--- src/rtl/ex_trap_arb.sv ---
// rtl/ex_trap_arb.sv - external interrupt arbiter: per-source pending, fixed priority, single trap handshake
module ex_trap_arb #(
  parameter int SRC_NUM = 8,
  parameter int ID_W    = 3
) (
  input  logic               clk,
  input  logic               rst,
  input  logic [SRC_NUM-1:0] src_irq,
  input  logic [SRC_NUM-1:0] cfg_en,
  input  logic [SRC_NUM-1:0] cfg_edge,
  input  logic               trap_done,
  output logic               core_ex_trap_valid,
  input  logic               core_ex_trap_ready,
  output logic [ID_W-1:0]    trap_id,
  output logic               trap_busy,
  output logic [SRC_NUM-1:0] pend
);

  typedef enum logic [1:0] {
    IDLE    = 2'd0,
    REQ     = 2'd1,
    SERVICE = 2'd2
  } state_t;

  state_t             state;
  logic [SRC_NUM-1:0] prev;
  logic [SRC_NUM-1:0] pend_nxt;
  logic [ID_W-1:0]    win_id;
  logic               claim;

  assign claim = (state == REQ) && core_ex_trap_ready;

  // Descending scan so the lowest pending index is the last assignment and wins.
  always_comb begin
    win_id = '0;
    for (int i = SRC_NUM - 1; i >= 0; i--) begin
      if (pend[i]) win_id = ID_W'(i);
    end
  end

  // A new edge in the claim cycle beats the claim clear, so it is not lost.
  always_comb begin
    pend_nxt = '0;
    for (int i = 0; i < SRC_NUM; i++) begin
      if (!cfg_en[i]) begin
        pend_nxt[i] = 1'b0;
      end else if (cfg_edge[i]) begin
        if (src_irq[i] && !prev[i]) begin
          pend_nxt[i] = 1'b1;
        end else if (claim && (trap_id == ID_W'(i))) begin
          pend_nxt[i] = 1'b0;
        end else begin
          pend_nxt[i] = pend[i];
        end
      end else begin
        pend_nxt[i] = src_irq[i];
      end
    end
  end

  always_ff @(posedge clk) begin
    if (rst) begin
      prev <= '0;
      pend <= '0;
    end else begin
      prev <= src_irq;
      pend <= pend_nxt;
    end
  end

  always_ff @(posedge clk) begin
    if (rst) begin
      state              <= IDLE;
      core_ex_trap_valid <= 1'b0;
      trap_busy          <= 1'b0;
      trap_id            <= '0;
    end else begin
      case (state)
        IDLE: begin
          if (|pend) begin
            trap_id            <= win_id;
            core_ex_trap_valid <= 1'b1;
            state              <= REQ;
          end
        end
        REQ: begin
          if (core_ex_trap_ready) begin
            core_ex_trap_valid <= 1'b0;
            trap_busy          <= 1'b1;
            state              <= SERVICE;
          end
        end
        SERVICE: begin
          if (trap_done) begin
            trap_busy <= 1'b0;
            state     <= IDLE;
          end
        end
        default: begin
          state              <= IDLE;
          core_ex_trap_valid <= 1'b0;
          trap_busy          <= 1'b0;
        end
      endcase
    end
  end

endmodule

--- config.mk ---
export PLATFORM = sky130hd
export DESIGN_NAME = ex_trap_arb
export DESIGN_NICKNAME = d
export VERILOG_FILES = /design/src/rtl/ex_trap_arb.sv
export SDC_FILE = /design/constraint.sdc
export NUM_CORES = 1
export LEC_CHECK = 0
export CAP_MARGIN = 20
export CORE_ASPECT_RATIO = 1.25
export CORE_MARGIN = 10
export CORE_UTILIZATION = 39
export CTS_BUF_LIST = sky130_fd_sc_hd__clkbuf_2 sky130_fd_sc_hd__clkbuf_4 sky130_fd_sc_hd__clkbuf_8
export DETAILED_ROUTE_END_ITERATION = 7
export GPL_ROUTABILITY_DRIVEN = 0
export HOLD_SLACK_MARGIN = 0.02
export PLACE_DENSITY = 0.75
export SLEW_MARGIN = 10
export SYNTH_ARGS = -nofsm -noshare
export SYNTH_HDL_FRONTEND = slang
export SYNTH_SLANG_ARGS = --single-unit
--- constraint.sdc ---
create_clock -name clk -period 1.4 [get_ports clk]
set_input_delay 0.14 -clock clk [delete_from_list [all_inputs] [get_ports clk]]
set_output_delay 0.14 -clock clk [all_outputs]
set_load 0.005 [all_outputs]
# Word-level counts from Yosys, hierarchy flattened
# Cells that the tools add are included.
dict set report totals {
  reg_bits 23
  inputBits 28
  output_inout_bits 13
  wordCells 125
}
dict set report classes {
  n_eq_ne 20
  mux 42
  n_bitwise 10
  n_reduce_logical 40
}
# op n
set ops {}
lappend ops {{$mux 1} 28}
lappend ops {{$mux 3} 8}
lappend ops {{$ne 3x1->1 const B} 8}
lappend ops {{$logic_and 1x1->1} 17}
lappend ops {{$reduce_or 2->1} 8}
lappend ops {{$eq 3x3->1 const B} 4}
lappend ops {{$not 1->1} 10}
lappend ops {{$reduce_and 3->1} 3}
lappend ops {{$logic_not 1->1} 8}
lappend ops {{$reduce_or 8->1} 1}
lappend ops {{$eq 3x2->1 const B} 2}
lappend ops {{$mux 2} 3}
lappend ops {{$ne 2x2->1 const B} 3}
lappend ops {{$pmux 1 s3} 2}
lappend ops {{$pmux 2 s3} 1}
lappend ops {{$eq 3x1->1 const B} 1}
lappend ops {{$logic_not 3->1} 1}
lappend ops {{$eq 2x1->1 const B} 1}
lappend ops {{$eq 2x2->1 const B} 1}
lappend ops {{$logic_not 2->1} 1}
lappend ops {{$reduce_and 2->1} 1}

# Logic depth before layout (Yosys ltp)
# Gate-level depths: netlist (run 1).
dict set report depth {
  depth_word 8
  depth_mapped 5
  depth_no_buf 4
}

# Least setup slack after synthesis (run 1)
# OpenSTA, ideal clock, no wires.
dict set report synth_path {
  path_kind {register to register}
  start {reg pend[4]}
  end {reg trap_id[1]}
  setup_ns 0.118
  arrival_time_ns 1.275
  t_required_ns 1.282
  setup_slack_ns 0.006
  path_stages_with_launch 5
  n_path_buf 0
  synth_period_minus_slack_ns 1.394
  cell_sequence {dfxtp_1 -> or4_4 -> o21ai_4 -> a2111o_2 -> a21oi_2}
}
dict set report synth_via {
  elab_chain_len 5
  word_cells_on_any_way 7
  classes_between {mux: 5; reduce/logical: 2}
}
# element line_no
set synth_rtl {}
lappend synth_rtl {{from (decl)} 16} ;# output logic [SRC_NUM-1:0] pend
lappend synth_rtl {{from (signal assigned)} 67} ;# pend <= pend_nxt;
lappend synth_rtl {{$mux 3 (5 in a row)} 37} ;# if (pend[i]) win_id = ID_W'(i);
lappend synth_rtl {{to (signal assigned)} 81} ;# trap_id <= win_id;
lappend synth_rtl {{to (decl)} 14} ;# output logic [ID_W-1:0] trap_id,
# Several ways; a longest one is shown, not always the timed one.
# A chain may end at the register's enable or synchronous reset.

# Worst setup path after layout (run 1)
dict set report layout_path {
  start {reg pend[0]}
  end {reg trap_id[1]}
}
dict set report layout_via {
  elab_chain_len 2
  word_cells_on_any_way 3
  classes_between {mux: 1; reduce/logical: 2}
}
# element line_no
set layout_rtl {}
lappend layout_rtl {{$reduce_or 8->1} 80} ;# if (|pend) begin
lappend layout_rtl {{$reduce_and 2->1 (no line)} -}
# Several ways; a longest one is shown, not always the timed one.

==> results of run 1 <==
worst max-delay path by stage:
| stage | from | end | slack, ns | cells after the start |
|---|---|---|---|---|
| CTS | pend[0] | trap_id[1] | -0.03 | 4 |
| finish | pend[0] | trap_id[1] | -0.03 | 4 |
| global placement | core_ex_trap_ready | pend[4] | -0.27 | 6 |
| floorplan | pend[4] | trap_id[1] | 0.006 | 4 |
| detailed placement | core_ex_trap_ready | pend[4] | -0.31 | 6 |
| global route | pend[0] | trap_id[0] | -0.08 | 4 |
state kept, by name, indices dropped and copies added, names as in the netlist:
name and flops:
core_ex_trap_valid 1, pend 8, prev 8, trap_id 3, state 2, trap_busy 1
cell type report:
cell class | instances | share of cell area
tap | 33 | 0.0248
timing repair buffer | 62 | 0.344
inverter | 3 | 0.00676
sequential | 23 | 0.291
clock buffer | 4 | 0.0180
multi-input combinational | 72 | 0.316
tightest hold or removal path, cell delays in order:
cell,delay (ns)
clkdlybuf4s50_1,0.40
nand2b_1,0.07
a21oi_1,0.04
synthesized netlist by cell type (all sizes together) (2+ instances only):
cell / count
o21ai: 3
a32oi: 4
nor2: 4
nor2b: 8
or3b: 6
a21oi: 12
or4: 2
nand3b: 2
inv: 3
o311a: 2
buf: 2
nand2: 11
nor3b: 6
dfxtp: 23
repair_timing:
action	in CTS	in global routing
resized for setup	25	3
endpoints found under the setup margin	17	10
buffers inserted	1	4
pin swaps	3	4
power by group through the flow:
stage	Sequential (mW)	Clock [mW]	Combinational, mW
global route	0.749	0.361	0.425
detailed placement	0.757	0	0.369
CTS	0.745	0.341	0.374
finish	0.742	0.336	0.386
floorplan	0.752	0	0.160
global placement	0.756	0	0.359
cell families after synthesis:
group / count (synthesis)
and+or+nand+nor: 44
AOI/OAI and AO/OA: 28
DFF: 23
buffers and inverters: 6
per-layer routing:
metal  part of all wire  wire (µm)  up-vias
met3              0.059        178        5
li1                   -          -      504
met4              0.013         40        0
met1               0.40       1210      472
met5                  0          0        -
met2               0.53       1590       21
stage by stage:
step	cells	TNS (ns)
floorplan	101	0
global placement	188	-1.46
detailed placement	188	-1.68
CTS	193	-0.0531
global route	197	-0.226
finish	197	-0.0548
==> results_dict.tcl, run 1 <==
set metrics [dict create \
    slew_headroom 0.754 \
    grt_usage 0.121 \
    holdPathEnd "pend[7]" \
    hpwl_mm 2.35 \
    grt_pass1_vias 1066 \
    crit_path_end_kind "register" \
    grt-ovfl-total 0 \
    critPathKind "reg2reg" \
    crit_path_start_kind "register" \
    synth_area_leader_cell "dfxtp_1" \
    synth-xor-area-share 0 \
    grt_use_met2 0.216 \
    cp.arrival_ns 1.66 \
    min_path_cells 3 \
    hp-start "cfg_en[7]" \
    fin_skew_ns 0.00157 \
    finalHoldViolations 0 \
    yosysTopAreaCellShare 0.458 \
    gr-usage-met1 0.122 \
    synthToLayoutAreaGrowth_pct 65.5 \
    first_pass_iters 4 \
    status "finished, violations left" \
    rsz0062_at_grt "yes" \
    netlist_top_cells_area "dfxtp_1, a21oi_1, nor2b_1, nor3b_1, nand2_1" \
    clock_path_buffers 2 \
    synth_top_family_by_area "simple AND/OR/NAND/NOR gates" \
    synth_cells 101 \
    n_fill_cell 217 \
    final_common_cell "clkdlybuf4s50_1" \
    pwr-share-comb 0.264 \
    fp.dieArea_um2 5020 \
    cellLeakagePower_nw 0.672 \
    die_y_um 76.8 \
    nets 193 \
    routed_via_density 5.09 \
    port_buffers 40 \
    numCtsBuffers 3 \
    r2r_cells 4 \
    ys_types 34 \
    multi_input_area_um2 526 \
    htreeDepth 1 \
    period_minus_slack_ns 1.43 \
    fmax_mhz 697 \
    syn_nets 129 \
    p_sw_mw 0.385 \
    finalPower_mw 1.46 \
    drive_above_1_share 0.323 \
    yosys.area_share.simple 0.306 \
    ant_nets 0 \
    seqPwrFrac 0.507 \
    worst_pin_slew_ns 0.368 \
    row_count 20 \
    crit_slowest_cell "or4_4" \
    critPathBufInv 0 \
    slowest_delay_ns 0.55 \
    violations "negative setup slack" \
    synth_area_um2 1010 \
    synth_edf_count 0 \
    ys_seq_area_frac 0.458 \
    layout_setup_ws_ns -0.0342 \
    switching_share 0.263 \
    cp_top_family "simple AND/OR/NAND/NOR gates" \
    gr-usage-met3 0.0465 \
    wl_per_cell_um 15.3 \
    reg2reg_to "trap_id[1]" \
    hold_buffers 0 \
    drtIter0Drc 38 \
    routed_wl_mm 3.01 \
    finalSetupViolCount 3 \
    design_area_um2 1670 \
    cp.required_ns 1.62 \
    worstPathMaxFanout 6 \
    root_buffer "clkbuf_4" \
    synthMuxAreaShare 0 \
    postPlaceCellArea_um2 1560 \
    layout_common_cells "clkdlybuf4s50_1, buf_4, nand2_1, dfxtp_1, dfxtp_2" \
    finalCritPeriodShare 1.02 \
    initial_core_util 0.410 \
    vdd_drop_max_mv 0.606 \
    holdWs_ns 0.361 \
    internal_power_mw 1.08 \
    ys.warnings.count 0 \
    post-route-util 0.679 \
    drv_cap 0 \
    grt_pass1_wl_mm 4.97 \
    clkPwrFrac 0.230 \
    avgSynthCellArea_um2 9.96 \
    antenna_found_initial 0 \
    clk_latency_ns 0.32 \
    final-seq-area_um2 484 \
    ys.flop_type "dfxtp_1" \
    hold_path.class "in2reg" \
    die_w_um 65.4 \
    num_vias 1002 \
    pre_cts_ws_ns -0.313 \
    drc 0 \
    synth_compound_area_frac 0.209 \
    path_cells "or4_4 -> o21ai_4 -> a2111o_2 -> a21oi_2" \
    synth_fa_ha_area_frac 0 \
    cts_tree "done" \
    reg2reg_from "pend[0]" \
    path_clk_slew_ns 0.13 \
    diodes 0 \
    finalMaxSlewViolations 0 \
    r2r_slack_ns -0.03 \
    top_level_ports 41 \
    cts_sinks 23 \
    synth_seq_cells 23 \
    core_um2 2450 \
    grt_max_degree 13 \
    power_density_nw_per_um2 880 \
    grt.busiest_layer "met2" \
    ys_async_sr_fraction 0 \
]
Power figures use the tool's default switching activity.
==> run 2: changes to the inputs <==
--- a/config.mk
+++ b/config.mk
@@ -5,8 +5,8 @@
 export SDC_FILE = /design/constraint.sdc
 export NUM_CORES = 1
 export LEC_CHECK = 0
-export CAP_MARGIN = 20
-export CORE_ASPECT_RATIO = 1.25
+export CAP_MARGIN = 25
+export CORE_ASPECT_RATIO = 1.5
 export CORE_MARGIN = 10
 export CORE_UTILIZATION = 39
 export CTS_BUF_LIST = sky130_fd_sc_hd__clkbuf_2 sky130_fd_sc_hd__clkbuf_4 sky130_fd_sc_hd__clkbuf_8
==> run 2 against run 1 <==
- the flow still finishes with violations (negative setup slack)
- sequential power barely moved
- register-to-register slack barely moved
- fmax rose by 0.67%
- first-iteration DRC count fell by 53%
- final area fell by 1.8%
- power fell by 0.62%
- wire length rose by 0.70%
- critical endpoint unchanged
- largest cell class unchanged
- largest power group unchanged
- highest routed layer unchanged
==> results_dict.tcl, run 2 (synthesized netlist as in run 1, its figures left out) <==
set metrics [dict create \
    clkPwrFrac 0.229 \
    holdWs_ns 0.348 \
    cellLeakagePower_nw 0.645 \
    hp-start "cfg_en[7]" \
    htreeDepth 1 \
    fmax_mhz 702 \
    r2r_slack_ns -0.02 \
    hold_path.class "in2reg" \
    synthToLayoutAreaGrowth_pct 62.6 \
    switching_share 0.262 \
    die_y_um 82.2 \
    cts_tree "done" \
    endpoint "trap_id[1]" \
    r2r_cells 4 \
    drv_cap 0 \
    port_buffers 40 \
    fp.dieArea_um2 5050 \
    core_um2 2450 \
    nets 193 \
    internal_power_mw 1.07 \
    postPlaceCellArea_um2 1550 \
    layout_common_cells "clkdlybuf4s50_1, buf_4, a21oi_1" \
    routed_via_density 5.40 \
    pwr-share-comb 0.261 \
    n_fill_cell 195 \
    min_path_cells 3 \
    clk_latency_ns 0.31 \
    initial_core_util 0.411 \
    drive_above_1_share 0.317 \
    finalMaxSlewViolations 0 \
    diodes 0 \
    cp.arrival_ns 1.64 \
    slew_headroom 0.811 \
    reg_top3 "pend x8, prev x8, trap_id x3" \
    worst_pin_slew_ns 0.283 \
    finalCritPeriodShare 1.02 \
    pre_cts_ws_ns -0.352 \
    hpwl_mm 2.41 \
    critPathKind "reg2reg" \
    reg2reg_to "trap_id[1]" \
    grt_usage 0.121 \
    reg2reg_from "pend[3]" \
    power_density_nw_per_um2 890 \
    num_vias 1016 \
    p_sw_mw 0.381 \
    period_minus_slack_ns 1.42 \
    first_pass_iters 4 \
    ant_nets 0 \
    finalHoldViolations 0 \
    rsz0062_at_grt "yes" \
    worstPathMaxFanout 6 \
    cp.required_ns 1.61 \
    seqPwrFrac 0.510 \
    status "finished, violations left" \
    grt_max_degree 16 \
    grt_pass1_wl_mm 4.66 \
    drtIter0Drc 18 \
    root_buffer "clkbuf_4" \
    layout_setup_ws_ns -0.0246 \
    design_area_um2 1640 \
    post-route-util 0.668 \
    drc 0 \
    cts_sinks 23 \
    antenna_found_initial 0 \
    finalSetupViolCount 2 \
    top_level_ports 41 \
    hold_buffers 0 \
    crit_path_start_kind "register" \
    crit_start "pend[3]" \
    crit_path_end_kind "register" \
    numCtsBuffers 3 \
    final_common_cell "clkdlybuf4s50_1" \
    vdd_drop_max_mv 0.664 \
    wl_per_cell_um 16.1 \
    die_w_um 61.5 \
    grt-ovfl-total 0 \
    fin_skew_ns 0.00303 \
    clock_path_buffers 2 \
    grt_pass1_vias 1044 \
    path_clk_slew_ns 0.13 \
    routed_wl_mm 3.04 \
    row_count 22 \
    violations "negative setup slack" \
]
-- run 2: final cells by class --
type | instances | area (µm²) | share of cell area
Clock buffer | 4 | 30.0 | 0.0184
Inverter | 3 | 11.3 | 0.00689
Sequential cell | 23 | 488 | 0.298
Tap cell | 24 | 30.0 | 0.0184
Timing Repair Buffer | 62 | 558 | 0.341
Multi-Input combinational cell | 72 | 518 | 0.317
-- run 2: per-stage QoR --
stage,setup TNS (ns),cells,total power [mW]
2_1_floorplan,0,101,0.912
3_5_place_dp,-1.96,179,1.13
5_1_grt,-0.291,188,1.53
6_report,-0.0463,188,1.46
3_3_place_gp,-1.48,179,1.11
4_1_cts,-0.0427,185,1.44
-- run 2: worst max-delay path, stage by stage, from the launching register on --
cell	delay, ns
dfxtp_2	0.34
or4_4	0.55
o21ai_4	0.25
a2111o_2	0.14
a21oi_2	0.04
-- run 2: timing repair --
| action | CTS | global route |
|---|---|---|
| gates resized for setup | 23 | 4 |
| pin swaps | 9 | 7 |
| setup buffers | 2 | 3 |
| gates cloned | 0 | 0 |
| setup endpoints to repair | 16 | 11 |
| hold endpoints to repair | 0 | 0 |
-- run 2: metal layers --
layer	global-route usage	up-vias	wire length, µm
met4	0.0471	0	41
met5	0	-	0
met3	0.0351	5	114
li1	-	502	-
met1	0.116	487	1100
met2	0.232	22	1780
-- run 2: worst min path at each step --
stage	to	slack, ns
floorplan	prev[1]	0.21
CTS	pend[7]	0.35
detailed placement	core_ex_trap_valid	0.46
global placement	core_ex_trap_valid	0.45
finish	pend[7]	0.35
global route	pend[7]	0.34
-- run 2: power groups by stage --
stage / Combinational [mW] / Sequential, mW / Clock [mW]
global placement: 0.354 / 0.759 / 0
CTS: 0.364 / 0.749 / 0.331
floorplan: 0.160 / 0.752 / 0
global route: 0.411 / 0.749 / 0.373
finish: 0.380 / 0.743 / 0.333
detailed placement: 0.364 / 0.762 / 0
==> run 3: changes to the inputs <==
--- a/config.mk
+++ b/config.mk
@@ -13,8 +13,9 @@
 export DETAILED_ROUTE_END_ITERATION = 7
 export GPL_ROUTABILITY_DRIVEN = 0
 export HOLD_SLACK_MARGIN = 0.02
-export PLACE_DENSITY = 0.75
-export SLEW_MARGIN = 10
+export PLACE_DENSITY = 0.77
+export SKIP_CTS_REPAIR_TIMING = 1
+export SLEW_MARGIN = 5
 export SYNTH_ARGS = -nofsm -noshare
 export SYNTH_HDL_FRONTEND = slang
 export SYNTH_SLANG_ARGS = --single-unit
==> run 3 against run 2 <==
- the run still ends with negative setup slack left
- clock skew about the same
- power is 0.53% higher
- cell count fell by 1.6%
- clock power fell by 5%
- fmax down 2.4%
==> results_dict.tcl, run 3 (synthesized netlist as in run 1, its figures left out) <==
set metrics [dict create \
    crit_slowest_cell "or4_4" \
    worst_pin_slew_ns 0.263 \
    final_common_cell "clkdlybuf4s50_1" \
    row_count 22 \
    grt_max_degree 25 \
    routed_via_density 5.54 \
    cp.arrival_ns 1.69 \
    cts_sinks 23 \
    wl_per_cell_um 17.5 \
    critPathBufInv 1 \
    post-route-util 0.683 \
    path_clk_slew_ns 0.13 \
    slowest_delay_ns 0.56 \
    port_buffers 40 \
    finalHoldViolations 0 \
    die_y_um 82.2 \
    hold_path.class "in2reg" \
    first_pass_iters 4 \
    cp.required_ns 1.63 \
    layout_common_cells "clkdlybuf4s50_1, buf_4, dfxtp_2" \
    drv_cap 0 \
    finalCritPeriodShare 1.04 \
    postPlaceCellArea_um2 1550 \
    numCtsBuffers 3 \
    routed_wl_mm 3.24 \
    cts_tree "done" \
    grt-ovfl-total 0 \
    diodes 0 \
    routed-wl-met2_mm 1.94 \
    drc 0 \
    grt_pass1_wl_mm 5.00 \
    core_um2 2450 \
    vdd_drop_max_mv 0.662 \
    design_area_um2 1670 \
    antenna_found_initial 0 \
    critPathKind "reg2reg" \
    htreeDepth 1 \
    ant_nets 0 \
    cellLeakagePower_nw 0.768 \
    top_level_ports 41 \
    fin_setup_tns_ns -0.157 \
    crit_path_end_kind "register" \
    path_cells "or4_4 -> o21ai_4 -> buf_4 -> a21oi_1" \
    root_buffer "clkbuf_4" \
    crit_path_start_kind "register" \
    synthToLayoutAreaGrowth_pct 66.4 \
    fmax_mhz 685 \
    num_vias 1025 \
    highest_layer "met4" \
    place_inst 177 \
    power_density_nw_per_um2 874 \
    drtIter0Drc 22 \
    period_minus_slack_ns 1.46 \
    finalSetupViolCount 3 \
    fin_skew_ns 0.00339 \
    hpwl_mm 2.43 \
    reg_top3 "pend x8, prev x8, trap_id x3" \
    grt_pass1_vias 1053 \
    cp_top_family "simple AND/OR/NAND/NOR gates" \
    finalMaxSlewViolations 0 \
    layout_setup_ws_ns -0.0601 \
    slew_headroom 0.823 \
    die_w_um 61.5 \
    initial_core_util 0.411 \
    violations "negative setup slack" \
    grt_usage 0.128 \
    fp.dieArea_um2 5050 \
    met3WireLength_um 128 \
    instances_no_fill 185 \
    nets 190 \
    drive_above_1_share 0.317 \
    status "finished, violations left" \
    wl_met1_mm 1.12 \
    worstPathMaxFanout 6 \
    holdWs_ns 0.331 \
    clk_latency_ns 0.32 \
    clock_path_buffers 2 \
    rsz0062_at_grt "yes" \
]
[run 3: cell types whose count changed in the layout (fill, tap and decap cells not counted), sizes merged]
cell / previous run / this run
clkbuf: 4 / 3
buf: 22 / 19
dlymetal6s2s: 1 / 10
clkdlybuf4s50: 31 / 30
clkinv: 0 / 1
dlygate4sd2: 8 / 0
[run 3: routing by layer]
layer  global-route usage  vias up
met5                    0        -
met4               0.0538        0
met3               0.0305        5
met2                0.236       29
met1                0.133      493
li1                     -      498
[run 3: path summary, 6_finish.rpt]
| path | startpoint | end | slack (ns) | cells after the start |
|---|---|---|---|---|
| setup reg to reg | pend[2] | core_ex_trap_valid | -0.06 | 4 |
| hold reg to reg | core_ex_trap_valid | core_ex_trap_valid | 0.48 | 2 |
| setup / recovery | pend[2] | core_ex_trap_valid | -0.06 | 4 |
| hold / removal | cfg_en[7] | pend[7] | 0.33 | 3 |
[run 3: power breakdown]
group          leakage [nW]  switching (mW)  internal (mW)
Combinational         0.554           0.151          0.248
Clock                0.0177           0.209          0.107
Sequential            0.196          0.0424          0.706
[run 3: layout make-up]
cell class	instances	area, µm²
clock buffers	3	22.5
clock inverters	1	5.00
fillers	190	776
inverters	3	11.3
multi-input cells	72	539
flip-flops and latches	23	485
well taps	24	30.0
repair buffers	59	581
[run 3: worst register-to-register path, delay by kind of cell, from the launching register on]
kind	cells	cell delay [ns]
and+or+nand+nor	1	0.56
DFF	1	0.35
buffers and inverters	1	0.15
AOI/OAI and AO/OA	2	0.31
[run 3: stage by stage]
stage | power (mW) | worst slack, ns
2_1_floorplan | 0.912 | 0.00638
6_report | 1.46 | -0.0601
3_3_place_gp | 1.11 | -0.257
4_1_cts | 1.44 | -0.186
3_5_place_dp | 1.13 | -0.287
5_1_grt | 1.54 | -0.109
